===== src/rtl/hazard_controller_if.sv =====
// -----------------------------------------------------------------------------
// hazard_controller_if
// Bundles the pipeline-side signals of the hazard controller.
//   ID_*         : register fields of the instruction in ID and their use bits
//   EX/MEM/WB_*  : destination register and write enable of each later stage
//   EX_load_instr: the instruction in EX is a load
//   branch_taken : a taken branch/BL was resolved in ID this cycle
//   LE_PC, LE_IFID, S, IFID_flush : pipeline control outputs
//   fwd_A/B/C    : operand source for Rn/Rm/Rd (00 RF, 01 EX, 10 MEM, 11 WB)
//   stall_cnt, flush_cnt : saturating event counters
//   state        : FSM state (00 BOOT, 01 RUN, 10 FLUSH)
// The master modport belongs to the pipeline side; the slave modport belongs
// to the controller.
// -----------------------------------------------------------------------------
interface hazard_controller_if;
  logic [3:0]  ID_rn, ID_rm, ID_rd;
  logic        ID_use_rn, ID_use_rm, ID_use_rd;
  logic [3:0]  EX_rd, MEM_rd, WB_rd;
  logic        EX_RF_enable, MEM_RF_enable, WB_RF_enable;
  logic        EX_load_instr;
  logic        branch_taken;

  logic        LE_PC;
  logic        LE_IFID;
  logic        S;
  logic        IFID_flush;
  logic [1:0]  fwd_A, fwd_B, fwd_C;
  logic [15:0] stall_cnt, flush_cnt;
  logic [1:0]  state;

  modport master (
    output ID_rn, ID_rm, ID_rd, ID_use_rn, ID_use_rm, ID_use_rd,
           EX_rd, MEM_rd, WB_rd, EX_RF_enable, MEM_RF_enable, WB_RF_enable,
           EX_load_instr, branch_taken,
    input  LE_PC, LE_IFID, S, IFID_flush, fwd_A, fwd_B, fwd_C,
           stall_cnt, flush_cnt, state
  );

  modport slave (
    input  ID_rn, ID_rm, ID_rd, ID_use_rn, ID_use_rm, ID_use_rd,
           EX_rd, MEM_rd, WB_rd, EX_RF_enable, MEM_RF_enable, WB_RF_enable,
           EX_load_instr, branch_taken,
    output LE_PC, LE_IFID, S, IFID_flush, fwd_A, fwd_B, fwd_C,
           stall_cnt, flush_cnt, state
  );
endinterface


===== src/rtl/hazard_controller.sv =====
// -----------------------------------------------------------------------------
// hazard_controller
// Pipeline hazard unit: load-use stall detection, taken-branch flush sequencing
// and operand forwarding selection.
//   clk : pipeline clock, rising edge
//   R   : asynchronous active-low reset
//   hz  : pipeline-side signals (see hazard_controller_if)
// FSM: BOOT (two cycles after reset) -> RUN <-> FLUSH (one cycle per taken
// branch). Stall/flush control is Mealy in RUN; forwarding is purely
// combinational in every state.
// -----------------------------------------------------------------------------
module hazard_controller (
  input  logic                 clk,
  input  logic                 R,
  hazard_controller_if.slave   hz
);

  typedef enum logic [1:0] {
    ST_BOOT  = 2'b00,
    ST_RUN   = 2'b01,
    ST_FLUSH = 2'b10
  } state_e;

  localparam logic [15:0] CNT_MAX = 16'hFFFF;
  localparam logic [3:0]  REG_PC  = 4'd15;

  state_e      state_q, state_d;
  logic        boot_cnt_q, boot_cnt_d;
  logic [15:0] stall_cnt_q, stall_cnt_d;
  logic [15:0] flush_cnt_q, flush_cnt_d;
  logic        load_use;

  // Operand source for one register field. EX is skipped when it holds a load
  // because the loaded value does not exist yet (that case stalls instead).
  function automatic logic [1:0] fwd_sel(
    input logic [3:0] field,
    input logic       use_field,
    input logic [3:0] ex_rd,
    input logic       ex_ok,
    input logic [3:0] mem_rd,
    input logic       mem_ok,
    input logic [3:0] wb_rd,
    input logic       wb_ok
  );
    if (!use_field || field == REG_PC)  return 2'b00;
    else if (ex_ok  && ex_rd  == field) return 2'b01;
    else if (mem_ok && mem_rd == field) return 2'b10;
    else if (wb_ok  && wb_rd  == field) return 2'b11;
    else                                return 2'b00;
  endfunction

  always_comb begin
    load_use = hz.EX_load_instr && hz.EX_RF_enable &&
               ((hz.ID_use_rn && hz.EX_rd == hz.ID_rn) ||
                (hz.ID_use_rm && hz.EX_rd == hz.ID_rm) ||
                (hz.ID_use_rd && hz.EX_rd == hz.ID_rd));
  end

  always_comb begin
    hz.fwd_A = fwd_sel(hz.ID_rn, hz.ID_use_rn,
                       hz.EX_rd,  hz.EX_RF_enable && !hz.EX_load_instr,
                       hz.MEM_rd, hz.MEM_RF_enable,
                       hz.WB_rd,  hz.WB_RF_enable);
    hz.fwd_B = fwd_sel(hz.ID_rm, hz.ID_use_rm,
                       hz.EX_rd,  hz.EX_RF_enable && !hz.EX_load_instr,
                       hz.MEM_rd, hz.MEM_RF_enable,
                       hz.WB_rd,  hz.WB_RF_enable);
    hz.fwd_C = fwd_sel(hz.ID_rd, hz.ID_use_rd,
                       hz.EX_rd,  hz.EX_RF_enable && !hz.EX_load_instr,
                       hz.MEM_rd, hz.MEM_RF_enable,
                       hz.WB_rd,  hz.WB_RF_enable);
  end

  // Next state and Mealy outputs.
  always_comb begin
    // NOTE: every signal gets a default before the case so no path can leave
    // it unassigned, which would otherwise infer a latch.
    state_d       = state_q;
    boot_cnt_d    = boot_cnt_q;
    stall_cnt_d   = stall_cnt_q;
    flush_cnt_d   = flush_cnt_q;
    hz.LE_PC      = 1'b1;
    hz.LE_IFID    = 1'b1;
    hz.S          = 1'b1;
    hz.IFID_flush = 1'b0;

    unique case (state_q)
      ST_BOOT: begin
        if (boot_cnt_q) begin
          boot_cnt_d = 1'b0;
          state_d    = ST_RUN;
        end else begin
          boot_cnt_d = 1'b1;
        end
      end

      ST_RUN: begin
        hz.S = 1'b0;
        // A stall outranks a taken branch: the branch is re-presented once the
        // stall clears, so dropping it here loses nothing.
        if (load_use) begin
          hz.LE_PC   = 1'b0;
          hz.LE_IFID = 1'b0;
          hz.S       = 1'b1;
          if (stall_cnt_q != CNT_MAX) stall_cnt_d = stall_cnt_q + 16'd1;
        end else if (hz.branch_taken) begin
          hz.IFID_flush = 1'b1;
          state_d       = ST_FLUSH;
          if (flush_cnt_q != CNT_MAX) flush_cnt_d = flush_cnt_q + 16'd1;
        end
      end

      ST_FLUSH: begin
        // Bubble the wrong-path instruction sitting in ID; inputs are ignored.
        state_d = ST_RUN;
      end

      default: begin
        state_d = ST_BOOT;
      end
    endcase
  end

  always_ff @(posedge clk or negedge R) begin
    // NOTE: non-blocking assignments so every flop samples the pre-edge value
    // of the others, independent of statement order.
    if (!R) begin
      state_q     <= ST_BOOT;
      boot_cnt_q  <= 1'b0;
      stall_cnt_q <= '0;
      flush_cnt_q <= '0;
    end else begin
      state_q     <= state_d;
      boot_cnt_q  <= boot_cnt_d;
      stall_cnt_q <= stall_cnt_d;
      flush_cnt_q <= flush_cnt_d;
    end
  end

  assign hz.stall_cnt = stall_cnt_q;
  assign hz.flush_cnt = flush_cnt_q;
  assign hz.state     = state_q;

endmodule


===== src/flat_wrapper.sv =====
// flat-port wrapper written by rule: the top's interface ports become plain ports
module hazard_controller_flat 
  (clk, R, hz_ID_rn, hz_ID_rm, hz_ID_rd, hz_ID_use_rn, hz_ID_use_rm, hz_ID_use_rd, hz_EX_rd, hz_MEM_rd, hz_WB_rd, hz_EX_RF_enable, hz_MEM_RF_enable, hz_WB_RF_enable, hz_EX_load_instr, hz_branch_taken, hz_LE_PC, hz_LE_IFID, hz_S, hz_IFID_flush, hz_fwd_A, hz_fwd_B, hz_fwd_C, hz_stall_cnt, hz_flush_cnt, hz_state);
  hazard_controller_if hz_i ();
  input  logic clk;
  input  logic R;
  input wire logic [$bits(hz_i.ID_rn)-1:0] hz_ID_rn;
  input wire logic [$bits(hz_i.ID_rm)-1:0] hz_ID_rm;
  input wire logic [$bits(hz_i.ID_rd)-1:0] hz_ID_rd;
  input wire logic [$bits(hz_i.ID_use_rn)-1:0] hz_ID_use_rn;
  input wire logic [$bits(hz_i.ID_use_rm)-1:0] hz_ID_use_rm;
  input wire logic [$bits(hz_i.ID_use_rd)-1:0] hz_ID_use_rd;
  input wire logic [$bits(hz_i.EX_rd)-1:0] hz_EX_rd;
  input wire logic [$bits(hz_i.MEM_rd)-1:0] hz_MEM_rd;
  input wire logic [$bits(hz_i.WB_rd)-1:0] hz_WB_rd;
  input wire logic [$bits(hz_i.EX_RF_enable)-1:0] hz_EX_RF_enable;
  input wire logic [$bits(hz_i.MEM_RF_enable)-1:0] hz_MEM_RF_enable;
  input wire logic [$bits(hz_i.WB_RF_enable)-1:0] hz_WB_RF_enable;
  input wire logic [$bits(hz_i.EX_load_instr)-1:0] hz_EX_load_instr;
  input wire logic [$bits(hz_i.branch_taken)-1:0] hz_branch_taken;
  output wire logic [$bits(hz_i.LE_PC)-1:0] hz_LE_PC;
  output wire logic [$bits(hz_i.LE_IFID)-1:0] hz_LE_IFID;
  output wire logic [$bits(hz_i.S)-1:0] hz_S;
  output wire logic [$bits(hz_i.IFID_flush)-1:0] hz_IFID_flush;
  output wire logic [$bits(hz_i.fwd_A)-1:0] hz_fwd_A;
  output wire logic [$bits(hz_i.fwd_B)-1:0] hz_fwd_B;
  output wire logic [$bits(hz_i.fwd_C)-1:0] hz_fwd_C;
  output wire logic [$bits(hz_i.stall_cnt)-1:0] hz_stall_cnt;
  output wire logic [$bits(hz_i.flush_cnt)-1:0] hz_flush_cnt;
  output wire logic [$bits(hz_i.state)-1:0] hz_state;
  assign hz_i.ID_rn = hz_ID_rn;
  assign hz_i.ID_rm = hz_ID_rm;
  assign hz_i.ID_rd = hz_ID_rd;
  assign hz_i.ID_use_rn = hz_ID_use_rn;
  assign hz_i.ID_use_rm = hz_ID_use_rm;
  assign hz_i.ID_use_rd = hz_ID_use_rd;
  assign hz_i.EX_rd = hz_EX_rd;
  assign hz_i.MEM_rd = hz_MEM_rd;
  assign hz_i.WB_rd = hz_WB_rd;
  assign hz_i.EX_RF_enable = hz_EX_RF_enable;
  assign hz_i.MEM_RF_enable = hz_MEM_RF_enable;
  assign hz_i.WB_RF_enable = hz_WB_RF_enable;
  assign hz_i.EX_load_instr = hz_EX_load_instr;
  assign hz_i.branch_taken = hz_branch_taken;
  assign hz_LE_PC = hz_i.LE_PC;
  assign hz_LE_IFID = hz_i.LE_IFID;
  assign hz_S = hz_i.S;
  assign hz_IFID_flush = hz_i.IFID_flush;
  assign hz_fwd_A = hz_i.fwd_A;
  assign hz_fwd_B = hz_i.fwd_B;
  assign hz_fwd_C = hz_i.fwd_C;
  assign hz_stall_cnt = hz_i.stall_cnt;
  assign hz_flush_cnt = hz_i.flush_cnt;
  assign hz_state = hz_i.state;
  hazard_controller u_core (.clk(clk), .R(R), .hz(hz_i));
endmodule

===== config.mk =====
export PLATFORM = sky130hd
export DESIGN_NAME = hazard_controller_flat
export DESIGN_NICKNAME = d
export VERILOG_FILES = /design/src/rtl/hazard_controller_if.sv /design/src/rtl/hazard_controller.sv /design/src/flat_wrapper.sv
export SDC_FILE = /design/constraint.sdc
export NUM_CORES = 1
export LEC_CHECK = 0
export ABC_AREA = 1
export CORE_UTILIZATION = 38
export CTS_BUF_LIST = sky130_fd_sc_hd__clkbuf_2
export CTS_CLUSTER_SIZE = 28
export DETAILED_ROUTE_END_ITERATION = 16
export GPL_ROUTABILITY_DRIVEN = 1
export GPL_TIMING_DRIVEN = 0
export PLACE_DENSITY = 0.66
export SYNTH_ARGS = -nofsm -noshare
export SYNTH_HDL_FRONTEND = slang
export SYNTH_SLANG_ARGS = --single-unit

===== constraint.sdc =====
create_clock -name clk -period 5.2 [get_ports clk]
set_input_delay 1.3 -clock clk [delete_from_list [all_inputs] [get_ports clk]]
set_output_delay 1.3 -clock clk [all_outputs]
set_load 0.01 [all_outputs]

Word level (Yosys, flattened, before mapping)
Cells that the tools add are included.
{ "word_totals": {"ff_bits": 35, "input_bits": 34, "output_inout_bits": 44, "wordCells": 78} }
{ "classes": {"n_addsub": 2, "n_eq_ne": 19, "mux": 24, "n_bitwise": 1, "reduce_logical": 28} }
{ "op_table": {"columns": ["operator", "n"], "rows": [
  ["4-bit equality test", 9],
  ["16-bit by 1-bit adder with 16-bit output (second input constant)", 2],
  ["16-bit inequality test (second input constant)", 2],
  ["2-bit two-way mux", 15],
  ["1-bit logical AND", 15],
  ["4-bit equality test (second input constant)", 3],
  ["1-bit two-way mux", 8],
  ["2-bit case mux with 3 select lines", 1],
  ["3-bit AND reduction", 2],
  ["1-bit logical OR", 5],
  ["1-bit logical NOT", 4],
  ["2-bit inequality test (second input constant)", 2],
  ["4-bit AND reduction", 1],
  ["2-bit by 1-bit equality test with 1-bit output (second input constant)", 1],
  ["2-bit equality test (second input constant)", 1],
  ["2-bit logical NOT", 1],
  ["2-bit by 1-bit inequality test with 1-bit output (second input constant)", 1],
  ["1-bit NOT", 1]
]} }

Logic depth before layout (Yosys ltp)
Gate-level depths: netlist of the first run.
{ "depth": {"depth_word": 7, "depth_mapped": 12} }

Least setup slack after synthesis of the first run
No wires, ideal clock.
{ "synth_path": {"path_type": "in2out", "start": "input port hz_ID_rd[1]", "end": "output port hz_LE_PC", "arrival_time_ns": 2.235, "required_ns": 3.900, "setup_slack_ns": 1.665, "stages": 10, "n_path_buf": 1, "path_cell_list": "inv_1 -> nand2_1 -> nand2_1 -> nor2_1 -> nand3_1 -> nand3_2 -> nand2_4 -> clkinv_8 -> nand2_1 -> buf_4"} }
{ "synth_between": {"elab_chain_len": 6} }
{ "synth_lines": {"columns": ["element", "line", "source"], "rows": [
  ["start: declaration", "flat_wrapper.sv:9", "input wire logic [$bits(hz_i.ID_rd)-1:0] hz_ID_rd;"],
  ["4-bit equality test", "hazard_controller.sv:56", "(hz.ID_use_rd && hz.EX_rd == hz.ID_rd));"],
  ["1-bit logical AND", "hazard_controller.sv:56", null],
  ["1-bit logical OR", "hazard_controller.sv:55", "(hz.ID_use_rm && hz.EX_rd == hz.ID_rm) ||"],
  ["1-bit logical AND", "hazard_controller.sv:53", "load_use = hz.EX_load_instr && hz.EX_RF_enable &&"],
  ["1-bit two-way mux (2 in a row)", null, null],
  ["end: declaration", "flat_wrapper.sv:21", "output wire logic [$bits(hz_i.LE_PC)-1:0] hz_LE_PC;"]
]} }
No other way between the ends.

Worst setup path after layout of the first run
{ "layout_path": {"start": "input port hz_EX_rd[1]", "end": "output port hz_LE_PC"} }
{ "layout_between": {"elab_chain_len": 7, "word_cells_on_any_way": 11, "cone_classes": "eq/ne: 3; mux: 2; reduce/logical: 6"} }
{ "layout_lines": {"columns": ["element", "line", "source"], "rows": [
  ["start: declaration", "flat_wrapper.sv:13", "input wire logic [$bits(hz_i.EX_rd)-1:0] hz_EX_rd;"],
  ["4-bit equality test, on equally long branches", "hazard_controller.sv:54, hazard_controller.sv:55", null],
  ["1-bit logical AND, on equally long branches", "hazard_controller.sv:54, hazard_controller.sv:55", null],
  ["1-bit logical OR", "hazard_controller.sv:54", "((hz.ID_use_rn && hz.EX_rd == hz.ID_rn) ||"],
  ["1-bit logical OR *", "hazard_controller.sv:55", null],
  ["1-bit logical AND *", "hazard_controller.sv:53", null],
  ["1-bit two-way mux *", "hazard_controller.sv:101", "if (load_use) begin"],
  ["1-bit two-way mux *", "hazard_controller.sv:87", "unique case (state_q)"]
]} }
Mark *: on every way between the ends. The rest lies on a longest branch, timed or not.

==> flow_summary.toml, run 1 <==
[status]
outcome = "finished clean"

[synthesis]
avgSynthCellArea_sq_um = 6.777
synth_cell_type_count = 34
synth_commonest_cells = "138 x nand2_1, 41 x nand3_1, 40 x nor2_1, 36 x inv_1, 35 x dfrtp_1"
ys_seq_elements = 35
synth.cell_area_sq_um = 2846
asyncSetResetFlopFracSynth_pct = 100.0
synth_nets = 456
synth_most_common_cell = "nand2_1"
synth_top_cells_by_area = "dfrtp_1 31%, nand2_1 18%, nand3_1 7.2%"
post-synth-top-area-fraction_pct = 30.77
synthCells = 420
synth_area_leader_cell = "dfrtp_1"
ys_seq_area_share_pct = 30.77
synth-main-ff-cell = "dfrtp_1"
synth.yosys.warnings = 0
synth_enable_flop_cells = 0

[pwr]
fraction_of_power_spent_switching_nets_pct = 40.27
netSwitchingPower_mw = 0.3396
p_clk_share_pct = 15.6
vdd_drop_max_mv = 0.2433
combinationalPowerShare_pct = 43.6
cell_internal_pwr_mw = 0.5038
power_leakage_nw = 1.781
seq_power_share_pct = 40.9
power.density_cell_area_nw_per_um2 = 224.0

[finish]
num-fill-cells = 750
syn2layout_area_growth_pct = 32.31
finalInstanceArea_sq_um = 3766
layout.core_utilization_pct = 51.92
layout_cell_share_with_drive_strength_beyond_1_pct = 9.524
post_layout_nonfiller_instances = 603
num-nets-final = 539
antenna_cells_inserted = 0

[routing]
route.vias.total = 2920
drt_first_pass_iters = 4
number_of_drc_violations_after_detailed_routing = 0
drtAntennaViolNets = 0
initialDrtViolationCount = 139
wire_per_inst_um = 12.39
detail_route.wirelength_mm = 7.473
viasPerCell = 4.842

[place]
globalplace.congestion = 0.8775
portBuffers = 76
dp.cells = 595
dpl.hpwl_mm = 5.890
detailed_place.area_sq_um = 3726

[global_routing]
number_of_antenna_violations_at_the_first_check_in_global_routing = 0
track_usage_pct = 19.75
first_global_vias = 2540
pin_count_of_the_biggest_net_entering_global_routing = 36
grt_pass1_wl_mm = 12.08
globalRoute.totalOverflow = 0

[clocking]
cts_max_level = 2
clock_tree_from_tritoncts = "yes"
tritoncts.num_buffers = 5
cts_hold_buffers = 0
cts_repair_resize_count = 0
cts_num_sinks = 35
clkTransAtPathRegs_ps = 180
clk-insertion-delay-late_ps = 390
cts.path.max_buffers = 2
post-cts-setup-buffer-count = 0
clockRootBuffer = "clkbuf_2"

[critical_path]
worstPathCellList = "clkdlybuf4s50_1 > inv_1 > nand2_1 > nand2_1 > nor2_1 > nand3_1 > nand3_2 > nand2_4 > clkinv_8 > nand2_1 > buf_4 > clkdlybuf4s50_1"
worstReg2RegEnd = "u_core.hz.flush_cnt[10]"
cell_at_the_slowest_stage_of_the_critical_path = "clkdlybuf4s50_1"
end_kind = "primary output"
worst-path-max-fanout = 10
critPathLaunch = "hz_EX_rd[1]"
slowest_delay_ps = 540
r2r_setup_slack_ps = 3230
crit_type = "primary input to primary output"
critical_path_required_time_ps = 3900
cpMostUsedCell = "nand2_1"
arrival_ps = 3480
r2r_start = "u_core.hz.flush_cnt[0]"
setup.worst_path.end = "hz_LE_PC"
setup.worst_path.start_class = "primary input"
rr_worst_depth = 9

[sta]
worstMarginPinSlew_ps = 774.5
final_setup_viols = 0
slew_viol_final = 0
timing.final.crit_period_ps = 4780
hold-worst-slack_ps = 523.8
clock_skew_ps = 27.91
finalSetupTns_ps = 0
period_share_pct = 91.93
rsz0062_at_grt = "false"
slew-limit-headroom_pct = 48.37
clock.fmax_mhz = 209.2
final-hold-violation-count = 0

[floorplan]
design.core.area_sq_um = 7253
die_w_um = 88.55
floorplan.initialDensity_pct = 39.24
dieArea_sq_um = 7841
dieHeight_um = 88.55
cell_row_count = 31
top_level_ports = 78

[worst_hold_path]
min-delay-path-class = "register to register"

[flow_run]
cap_violations = 0
-- worst min-delay path by stage --
stage                      startpoint                end  cells past startpoint
finish              u_core.boot_cnt_q  u_core.boot_cnt_q                      2
CTS                 u_core.boot_cnt_q  u_core.boot_cnt_q                      2
floorplan           u_core.boot_cnt_q  u_core.boot_cnt_q                      2
global placement    u_core.boot_cnt_q  u_core.boot_cnt_q                      2
detailed placement  u_core.boot_cnt_q  u_core.boot_cnt_q                      2
global route        u_core.boot_cnt_q  u_core.boot_cnt_q                      2
-- stage by stage --
step / worst slack [ps] / total power [mW]
2_1_floorplan: 1665 / 0.5505
3_3_place_gp: 451.3 / 0.7113
3_5_place_dp: 423.1 / 0.7174
4_1_cts: 426.3 / 0.8513
5_1_grt: 279.1 / 0.8996
6_report: 419.8 / 0.8435
-- area by class of cell --
type	count	area [sq um]	share of cell area [%]
clock inverter	1	5.005	0.1329
multi-input combinational	331	1727	45.85
timing repair buffer	76	755.7	20.07
sequential	35	875.8	23.26
inverter	45	181.4	4.817
buffer	9	62.56	1.661
clock buffer	7	35.03	0.9302
tap	99	123.9	3.289
-- flip-flops by register name (all words and copies together) (netlist names) --
signal,flops
u_core.hz.flush_cnt,16
u_core.hz.state,2
u_core.boot_cnt_q,1
u_core.hz.stall_cnt,16
-- logic make-up after synthesis --
| group | synth area share, % |
|---|---|
| AND/OR/NAND/NOR | 43.30 |
| buffers and inverters | 8.572 |
| flip-flops | 30.77 |
| XOR/XNOR | 10.46 |
| AO/OA/AOI/OAI | 6.022 |
| adder cells (fa/ha/maj) | 0.8790 |
-- layout by cell type (no fill, tap or decap), types with 5 or more instances in the layout --
| cell | count |
|---|---|
| clkdlybuf4s50_1 | 75 |
| xor2_1 | 17 |
| nor3_1 | 6 |
| nor2_1 | 40 |
| inv_1 | 36 |
| o22ai_1 | 8 |
| a21oi_1 | 6 |
| nand2_2 | 10 |
| o21ai_0 | 5 |
| clkbuf_2 | 7 |
| nand4_1 | 21 |
| inv_2 | 8 |
| nand2_1 | 138 |
| dfrtp_1 | 35 |
| xnor2_1 | 17 |
| nand3_1 | 41 |
| nor2_2 | 5 |
-- power by group through the flow --
| stage | Sequential [mW] | Combinational, mW | Clock [mW] |
|---|---|---|---|
| CTS | 0.344 | 0.369 | 0.137 |
| global route | 0.351 | 0.404 | 0.145 |
| global placement | 0.349 | 0.362 | 0 |
| finish | 0.345 | 0.367 | 0.131 |
| floorplan | 0.354 | 0.197 | 0 |
| detailed placement | 0.349 | 0.368 | 0 |
-- routing by layer --
metal / wire (um) / GRT usage, %
met1: 3572 / 27.49
met2: 3521 / 32.17
met3: 313 / 3.451
met4: 67 / 3.959
met5: 0 / 0
-- worst max-delay path, delay by kind of cell --
kind                   cells  cell delay, ps
buffers and inverters      5            1360
and+or+nand+nor            7             830
Note: power is estimated with default switching activity, not from simulation.
==> run 2: changes to the inputs <==
--- a/config.mk
+++ b/config.mk
@@ -12,7 +12,7 @@
 export DETAILED_ROUTE_END_ITERATION = 16
 export GPL_ROUTABILITY_DRIVEN = 1
 export GPL_TIMING_DRIVEN = 0
-export PLACE_DENSITY = 0.66
+export PLACE_DENSITY = 0.62
 export SYNTH_ARGS = -nofsm -noshare
 export SYNTH_HDL_FRONTEND = slang
 export SYNTH_SLANG_ARGS = --single-unit
==> run 2 against run 1 <==
Against the previous run:
- hold slack better by 10 ps
- cell count down 0.33%
- count of clock-buffer cells in the layout decreased by 1
- clock skew fell by 17 ps
- clock power shrank 9.9%
- critical path depth did not move
- sequential cell count unchanged
- global-route usage grew 1.1 points
- non-clock buffer count unchanged
- sequential share of layout area grew 0.062 points
- critical path type unchanged
- critical endpoint unchanged
- largest power group unchanged
- highest routed layer unchanged
==> flow_summary.toml, run 2 (same netlist as run 1, synthesis figures left out) <==
[status]
outcome = "finished clean"

[sta]
hold-worst-slack_ps = 534.3
slew-limit-headroom_pct = 45.89
final-hold-violation-count = 0
slew_viol_final = 0
finalWorstSetupSlack_ps = 391.8
clock.fmax_mhz = 208.0
final_setup_viols = 0
rsz0062_at_grt = "false"
period_share_pct = 92.47
clock_skew_ps = 10.85
worstMarginPinSlew_ps = 811.6
timing.final.crit_period_ps = 4808
finalSetupTns_ps = 0

[pwr]
vdd_drop_max_mv = 0.1850
power.density_cell_area_nw_per_um2 = 221.5
power_leakage_nw = 1.773

[routing]
initialDrtViolationCount = 142
drtAntennaViolNets = 0
drt_first_pass_iters = 4
route.vias.total = 2941
viasPerCell = 4.894
number_of_drc_violations_after_detailed_routing = 0
detail_route.wirelength_mm = 7.791
wire_per_inst_um = 12.96

[flow_run]
cap_violations = 0

[finish]
antenna_cells_inserted = 0
syn2layout_area_growth_pct = 31.96
finalInstanceArea_sq_um = 3756
layout_common_cells = "138 x nand2_1, 75 x clkdlybuf4s50_1, 41 x nand3_1"
num-nets-final = 539
layout_cell_share_with_drive_strength_beyond_1_pct = 9.163
final_common_cell = "nand2_1"

[floorplan]
top_level_ports = 78
design.core.area_sq_um = 7253
dieArea_sq_um = 7841
die_w_um = 88.55
dieHeight_um = 88.55
floorplan.initialDensity_pct = 39.24
cell_row_count = 31

[place]
dpl.hpwl_mm = 6.148
pre_cts_slack_ps = 400.3
detailed_place.area_sq_um = 3726
portBuffers = 76
globalplace.congestion = 0.9713

[clocking]
clk-insertion-delay-late_ps = 380
cts_max_level = 2
clockRootBuffer = "clkbuf_2"
post-cts-setup-buffer-count = 0
clock_tree_from_tritoncts = "yes"
cts.path.max_buffers = 2
cts_repair_resize_count = 0
cts_hold_buffers = 0
clkTransAtPathRegs_ps = 170
tritoncts.num_buffers = 5
cts_num_sinks = 35

[critical_path]
worst-path-max-fanout = 10
critical_path_required_time_ps = 3900
end_kind = "primary output"
r2r_start = "u_core.hz.flush_cnt[0]"
setup.worst_path.start_class = "primary input"
rr_worst_depth = 10
worstPathCellList = "clkdlybuf4s50_1 > inv_1 > nand2_1 > nand2_1 > nor2_1 > nand3_1 > nand3_2 > nand2_4 > clkinv_8 > nand2_1 > buf_4 > clkdlybuf4s50_1"
worstReg2RegEnd = "u_core.hz.flush_cnt[6]"
r2r_setup_slack_ps = 3220
path_delay_family = "buffers and inverters"
arrival_ps = 3510
worst-path-buf-inv = 5
slowest_delay_ps = 530
cell_at_the_slowest_stage_of_the_critical_path = "clkdlybuf4s50_1"
cpMostUsedCell = "nand2_1"
crit_type = "primary input to primary output"

[global_routing]
track_usage_pct = 20.89
pin_count_of_the_biggest_net_entering_global_routing = 36
grt_pass1_wl_mm = 12.67
globalRoute.totalOverflow = 0
first_global_vias = 2641
number_of_antenna_violations_at_the_first_check_in_global_routing = 0

[worst_hold_path]
min_from = "u_core.boot_cnt_q"
min-delay-path-class = "register to register"
hold-path-cell-count = 2
holdPathEnd = "u_core.boot_cnt_q"
[run 2: changes by cell type in the layout (fill, tap and decap cells not counted)]
| cell | delta |
|---|---|
| clkbuf_2 | -1 |
| clkinv_2 | -1 |
[run 2: worst max-delay path by stage]
stage	from	to	slack, ps	cells past startpoint
6_report	hz_EX_rd[1]	hz_LE_PC	390	12
5_1_grt	hz_ID_rd[1]	hz_LE_PC	220	12
4_1_cts	hz_ID_rd[0]	hz_LE_PC	400	12
3_5_place_dp	hz_ID_rd[0]	hz_LE_PC	400	12
3_3_place_gp	hz_EX_rd[1]	hz_LE_PC	420	12
2_1_floorplan	hz_ID_rd[1]	hz_LE_PC	1660	10
[run 2: metrics by stage]
stage	instances	utilization, %	total power [mW]
after floorplan	420	-	0.5505
after global placement	595	51.44	0.7159
after detailed placement	595	51.37	0.7177
after CTS	601	51.79	0.8419
after global routing	601	51.79	0.8961
final	601	51.79	0.8320
[run 2: cell type report]
type	instances	area, sq um
fillers	750	3497
multi-input cells	331	1727
flip-flops and latches	35	875.8
repair buffers	76	755.7
inverters	45	181.4
well taps	99	123.9
plain buffers	9	62.56
clock buffers	6	30.03
[run 2: metal layers]
metal	vias to the layer above	global-route usage, %	routed length [um]
met3	7	3.265	485
met5	-	0	0
li1	1517	-	-
met4	0	5.718	79
met2	71	33.78	3622
met1	1346	28.97	3603
[run 2: where the power goes]
| part | internal (mW) | switching (mW) |
|---|---|---|
| clock network | 0.0304 | 0.0877 |
| registers | 0.305 | 0.0385 |
| logic | 0.162 | 0.208 |
| total | 0.497 | 0.335 |
[run 2: worst min-delay path, cell delays in order, from the launching register on]
cell and delay, ps:
dfrtp_1 370, o21ai_0 80, nand2_1 60
